<file path="config.mk">
export PLATFORM = sky130hd
export DESIGN_NAME = glyph_pixel_pipe
export DESIGN_NICKNAME = d
export VERILOG_FILES = /design/src/rtl/glyph_pixel_pipe.sv
export SDC_FILE = /design/constraint.sdc
export NUM_CORES = 1
export LEC_CHECK = 0
export BUFFER_PORTS_ARGS = -buffer_cell sky130_fd_sc_hd__buf_4
export CORE_MARGIN = 5
export CORE_UTILIZATION = 50
export CTS_BUF_LIST = sky130_fd_sc_hd__clkbuf_8
export DETAILED_ROUTE_END_ITERATION = 16
export PLACE_DENSITY = 0.82
export SLEW_MARGIN = 10
export SYNTH_ARGS = -nofsm -noshare
export SYNTH_HDL_FRONTEND = slang
export SYNTH_SLANG_ARGS = --single-unit
</file>
<file path="constraint.sdc">
create_clock -name clk -period 3.77 [get_ports clk]
set_input_delay 0.754 -clock clk [delete_from_list [all_inputs] [get_ports clk]]
set_output_delay 0.754 -clock clk [all_outputs]
set_load 0.1 [all_outputs]
</file>
<file path="src/rtl/glyph_pixel_pipe.sv">
// Glyph-to-pixel generator for VGA text mode: character code, attribute and in-cell
// position become a palette index through a 3-stage pipeline with a registered glyph ROM port.
module glyph_pixel_pipe #(
  parameter int GLYPH_W      = 8,
  parameter int GLYPH_H      = 16,
  parameter int CHAR_BASE    = 32,
  parameter int NUM_GLYPHS   = 96,
  parameter int COLOR_W      = 4,
  parameter int BLINK_FRAMES = 16,
  parameter int CURSOR_ROW   = 14,
  localparam int CW = $clog2(GLYPH_W),
  localparam int RW = $clog2(GLYPH_H),
  localparam int AW = $clog2(NUM_GLYPHS * GLYPH_H)
) (
  input  logic               clk,
  input  logic               rst,
  input  logic               in_valid,
  input  logic [7:0]         chr_val,
  input  logic [2*COLOR_W:0] attr,
  input  logic [CW-1:0]      col,
  input  logic [RW-1:0]      row,
  input  logic               cursor_here,
  input  logic               cursor_en,
  input  logic               frame_start,
  output logic [AW-1:0]      rom_addr,
  input  logic [GLYPH_W-1:0] rom_data,
  output logic               out_valid,
  output logic [COLOR_W-1:0] pix_color,
  output logic               pix_fg
);

  // in_valid is a one-way tag with no ready: each request cycle yields exactly one
  // out_valid cycle three clocks later, in order, with no stall and no drop.

  localparam logic [8:0]  IDX_LO     = 9'(CHAR_BASE);
  localparam logic [8:0]  IDX_HI     = 9'(CHAR_BASE + NUM_GLYPHS);
  localparam logic [15:0] BLINK_LAST = 16'(BLINK_FRAMES - 1);

  typedef struct packed {
    logic               valid;
    logic               blank;
    logic               cursor;
    logic [2*COLOR_W:0] attr;
    logic [CW-1:0]      col;
  } stage_t;

  logic [AW-1:0]      rom_addr_q, rom_addr_d;
  stage_t             s1_q, s1_d, s2_q;
  logic               out_valid_q;
  logic [COLOR_W-1:0] pix_color_q, pix_color_d;
  logic               pix_fg_q, pix_fg_d;
  logic [15:0]        frame_cnt_q, frame_cnt_d;
  logic               blink_phase_q, blink_phase_d;

  logic [8:0]         chr9, idx;
  logic               blank_s0;
  logic [GLYPH_W-1:0] shifted;
  logic               glyph_bit, fg_raw;

  always_comb begin
    chr9       = {1'b0, chr_val};
    idx        = chr9 - IDX_LO;
    blank_s0   = (chr9 < IDX_LO) || (chr9 >= IDX_HI) || (32'(row) >= 32'(GLYPH_H));
    rom_addr_d = blank_s0 ? '0 : AW'(32'(idx) * 32'(GLYPH_H) + 32'(row));
    s1_d.valid  = in_valid;
    s1_d.blank  = blank_s0;
    s1_d.cursor = cursor_en && cursor_here && (32'(row) >= 32'(CURSOR_ROW));
    s1_d.attr   = attr;
    s1_d.col    = col;
  end

  // Left shift moves the selected column onto the MSB; columns past the glyph shift out to 0.
  always_comb begin
    shifted     = rom_data << s2_q.col;
    glyph_bit   = shifted[GLYPH_W-1] & ~s2_q.blank;
    fg_raw      = glyph_bit & ~(s2_q.attr[2*COLOR_W] & blink_phase_q);
    pix_fg_d    = s2_q.valid & ((s2_q.cursor & ~blink_phase_q) ? ~fg_raw : fg_raw);
    pix_color_d = '0;
    if (s2_q.valid) begin
      pix_color_d = pix_fg_d ? s2_q.attr[COLOR_W-1:0] : s2_q.attr[2*COLOR_W-1:COLOR_W];
    end
  end

  always_comb begin
    frame_cnt_d   = frame_cnt_q;
    blink_phase_d = blink_phase_q;
    if (frame_start) begin
      if (frame_cnt_q == BLINK_LAST) begin
        frame_cnt_d   = '0;
        blink_phase_d = ~blink_phase_q;
      end else begin
        frame_cnt_d = frame_cnt_q + 16'd1;
      end
    end
  end

  always_ff @(posedge clk) begin
    if (rst) begin
      rom_addr_q    <= '0;
      s1_q          <= '0;
      s2_q          <= '0;
      out_valid_q   <= 1'b0;
      pix_color_q   <= '0;
      pix_fg_q      <= 1'b0;
      frame_cnt_q   <= '0;
      blink_phase_q <= 1'b0;
    end else begin
      rom_addr_q    <= rom_addr_d;
      s1_q          <= s1_d;
      s2_q          <= s1_q;
      out_valid_q   <= s2_q.valid;
      pix_color_q   <= pix_color_d;
      pix_fg_q      <= pix_fg_d;
      frame_cnt_q   <= frame_cnt_d;
      blink_phase_q <= blink_phase_d;
    end
  end

  assign rom_addr  = rom_addr_q;
  assign out_valid = out_valid_q;
  assign pix_color = pix_color_q;
  assign pix_fg    = pix_fg_q;

endmodule

</file>
# Yosys cells after proc, flatten, opt, wreduce, memory -nomap -nowiden
# Cells that the tools add are included.
[totals]
out_inout_bits = 17
wordCells = 43
ff_bits = 64
inputBits = 38
[op_classes]
add_sub_neg = 3
reduce_logical = 6
muxes = 3
n_lt_le_gt_ge = 3
shifts = 1
n_eq_ne = 1
bitwise = 10
[op_table]
columns = ["op", "count"]
rows = [
  ["$add A16 B1 Y16 const B", 1],
  ["$eq A16 B4 Y1 const B", 1],
  ["$mux W16", 1],
  ["$add A11 B4 Y11", 1],
  ["$ge A8 B8 Y1 const B", 1],
  ["$lt A8 B6 Y1 const B", 1],
  ["$shl A8 B3 Y8", 1],
  ["$sub A7 B6 Y7 const B", 1],
  ["$and A1 B1 Y1", 5],
  ["$not A1 Y1", 5],
  ["$ge A4 B4 Y1 const B", 1],
  ["$mux W4", 1],
  ["$reduce_or A2 Y1", 2],
  ["$logic_and A1 B1 Y1", 2],
  ["$reduce_and A2 Y1", 1],
  ["$logic_or A1 B1 Y1", 1],
  ["$mux W1", 1],
]

# Logic depth before layout (Yosys ltp)
[depth]
ltp_word = 7
mapped_depth = 6
depth_no_buf = 5

# Least setup slack after synthesis
# OpenSTA, ideal clock, no wires.
[synth_timing]
kind = "input to register"
startpoint = "in frame_start"
endpoint = "reg frame_cnt_q[11]"
setup_slack_ps = 1722
setup_ps = 70
arrival_ps = 1978
path_stages = 6
path_cell_list = "buf_6 nand2_1 or3_1 buf_2 or4_1 a21oi_1"
[synth_lines]
columns = ["element", "line_no", "rtl"]
rows = [
  ["from (decl)", "24", "input logic frame_start,"],
  ["to (signal assigned)", "114", "frame_cnt_q <= frame_cnt_d;"],
  ["to (decl)", "52", "logic [15:0] frame_cnt_q, frame_cnt_d;"],
]

# Final worst setup path
[layout_timing]
startpoint = "in rst"
endpoint = "reg pix_color_q[2] (netlist: pix_color[2])"
[layout_between]
elab_chain_len = 1
[layout_lines]
columns = ["element", "line_no", "rtl"]
rows = [
  ["from (decl)", "16", "input logic rst,"],
  ["$reduce_or A2 Y1 (no line)", "-", ""],
  ["to (signal assigned)", "112", "pix_color_q <= pix_color_d;"],
  ["to (decl)", "50", "logic [COLOR_W-1:0] pix_color_q, pix_color_d;"],
]
# Every way passes these cells.
# A chain may end at the register's enable or synchronous reset.

==> results_dict.tcl <==
set metrics [dict create \
    status "finished, final reports clean" \
    cts_tree "yes" \
    antenna_found_initial 0 \
    gp_congestion 0.864 \
    synth_edf_count 0 \
    cts_buffers 9 \
    holdCritPathClass "flip-flop to flip-flop" \
    postRouteAntennaNets 0 \
    htree_levels 3 \
    seqCellArea_um2 1280 \
    fmax_mhz 455 \
    grtUsageTotal_pct 15.0 \
    yosys_warnings 0 \
    dieArea_um2 6260 \
    layout-drive-gt1-share_pct 24.9 \
    power_leakage_nw 1.23 \
    crit_slowest_cell "nor4bb_1" \
    diodes 0 \
    slew_violations 0 \
    cts.sinks 64 \
    ys_ff_latch 64 \
    syn_nets 283 \
    ir_drop_mv 0.406 \
    cts-root-buf "clkbuf_8" \
    routed_wl_um 4460 \
    route.detailed.drc 0 \
    area_growth_pct 25.5 \
    maxSlewHeadroom_pct 22.4 \
    cp.required_ns 4.02 \
    cpPeakStageDelay_ns 0.99 \
    drt_iter0_markers 209 \
    worstPathMaxFanout 38 \
    core.rowCount 25 \
    drv_cap 0 \
    clk_pin_slew_ns 0.07 \
    die_h_um 79.1 \
    ioPinCount 55 \
    cts_setup_buffers 0 \
    multi_input_area_um2 1010 \
    worst_pin_slew_ns 1.15 \
    min_period_over_period_pct 58.3 \
    initial_utilization_pct 50.9 \
    die_width_um 79.1 \
    start_kind "primary input" \
    synth.yosys.seq_area_share_pct 53.6 \
    postCtsHoldBufs 0 \
    setup_tns_ns 0 \
    netlist_area_um2 2390 \
    crit_type "primary input to flip-flop" \
    syn-mean-instance-area_um2 9.83 \
    num_vias 1848 \
    r2r_slack_ns 1.86 \
    worstPathArrival_ns 2.45 \
    min_period_ns 2.20 \
    rsz0062_at_grt "false" \
    place_hpwl_um 3150 \
    via_per_inst 5.26 \
    finalHoldViolations 0 \
    grt_pass1_wl_um 7280 \
    setup.worst_path.end_class "flip-flop" \
    fin_nets 332 \
    core_um2 4690 \
    numPortBuffers 54 \
    synthCells 243 \
    first_global_vias 1681 \
    routed_wire_length_per_instance_um 12.7 \
    finClkSkew_ns 0.00623 \
    power.total_mw 1.46 \
    postCtsResizedCells 0 \
    synth.distinct_cells 39 \
    async_flop_share_pct 0 \
    n_fill_cell 376 \
    cts_max_path_buffers 2 \
    grt_max_degree 39 \
    grt_overflow_total 0 \
    path_cells "buf_4 -> nor4bb_1 -> nand2_1 -> a32o_1 -> o211ai_1" \
    synth_flop_cell "dfxtp_1" \
    firstDrtPassIters 4 \
    clock_latency_ns 0.33 \
    finalSetupViolations 0 \
    p_per_area_nw_per_um2 489 \
]
path summary, 6_finish.rpt:
kind                                     start         endpoint  depth (start not counted)
worst min-delay path                   s1_q[0]          s2_q[0]                          1
worst max register to register  frame_cnt_q[4]  frame_cnt_q[14]                          4
worst max-delay path                       rst     pix_color[2]                          5
worst min register to register         s1_q[0]          s2_q[0]                          1
routing by layer:
metal  global-route usage (%)  part of all wire (%)  vias to the layer above
li1                         -                     -                      935
met1                     17.4                    44                      840
met2                     23.1                    43                       64
met3                     5.33                   9.7                        9
met4                     9.97                   2.8                        0
met5                        0                     0                        -
per-stage QoR:
step	instance area [µm²]	setup WS, ns	std cells	hold WS (ns)	util, %
floorplan	2390	1.72	243	0.414	-
global placement	2780	1.38	335	0.419	59.2
detailed placement	2780	1.30	335	0.420	59.2
CTS	3000	1.64	351	0.437	63.9
global route	3000	1.45	351	0.452	63.9
finish	3000	1.57	351	0.435	63.9
synthesized netlist by cell type (all sizes together) (2+ instances only):
| master | number | area [µm²] |
|---|---|---|
| dfxtp | 64 | 1280 |
| nor2b | 31 | 194 |
| nor2 | 18 | 67.6 |
| nand2 | 13 | 48.8 |
| nand4 | 12 | 81.3 |
| clkbuf | 10 | 37.5 |
| and2 | 9 | 56.3 |
| nand3 | 9 | 45.0 |
| buf | 6 | 46.3 |
| xnor2 | 6 | 52.6 |
| a21oi | 5 | 25.0 |
| and3 | 5 | 31.3 |
| mux2i | 5 | 50.1 |
| nor4 | 5 | 31.3 |
| or3 | 5 | 35.0 |
| xor2 | 5 | 43.8 |
| a32o | 4 | 40.0 |
| o211ai | 4 | 30.0 |
| inv | 3 | 11.3 |
| nand2b | 3 | 18.8 |
| o31ai | 3 | 22.5 |
| or4 | 3 | 22.5 |
| ha | 2 | 25.0 |
| nor3 | 2 | 10.0 |
| o21ai | 2 | 10.0 |
area by class of cell:
type	count	area share, %
inverters	3	0.376
well taps	54	2.25
clock buffers	10	4.59
clock inverters	6	2.75
flip-flops and latches	64	42.7
repair buffers	54	13.5
multi-input cells	160	33.8
critical path, delay by kind of cell:
family / cells / cell delay (ns)
and+or+nand+nor: 2 / 1.12
buffers and inverters: 1 / 0.22
AOI/OAI and AO/OA: 2 / 0.35
cells by family (layout without fill, tap and decap cells):
kind of cell | count (synthesis) | count (layout) | synth area share, %
compound gates | 24 | 24 | 7.23
xor+xnor | 11 | 11 | 4.03
fa+ha+maj | 2 | 2 | 1.05
buf+inv | 19 | 73 | 3.98
flops | 64 | 64 | 53.6
mux | 5 | 5 | 2.10
simple gates | 118 | 118 | 28.0
registers in the layout, indices dropped and copies added, names as in the netlist:
name	flops
frame_cnt_q	16
rom_addr	11
blink_phase_q	1
s1_q	15
pix_color	4
pix_fg	1
out_valid	1
s2_q	15
cell usage in the layout (no fill, tap or decap), drive strengths merged, types with 2 or more instances in the layout:
cell type | synthesis | layout
a21oi | 5 | 5
a32o | 4 | 4
and2 | 9 | 9
and3 | 5 | 5
buf | 6 | 54
bufinv | 0 | 2
clkbuf | 10 | 10
clkinv | 0 | 2
dfxtp | 64 | 64
ha | 2 | 2
inv | 3 | 5
mux2i | 5 | 5
nand2 | 13 | 13
nand2b | 3 | 3
nand3 | 9 | 9
nand4 | 12 | 12
nor2 | 18 | 18
nor2b | 31 | 31
nor3 | 2 | 2
nor4 | 5 | 5
o211ai | 4 | 4
o21ai | 2 | 2
o31ai | 3 | 3
or3 | 5 | 5
or4 | 3 | 3
xnor2 | 6 | 6
xor2 | 5 | 5
where the power goes:
part           total, mW  switching [mW]  internal, mW  leakage [nW]
clock network      0.634           0.247         0.388         0.118
logic              0.123          0.0731        0.0496         0.584
registers          0.708         0.00956         0.698         0.524
total               1.46           0.329          1.14          1.23
Power figures use the tool's default switching activity.
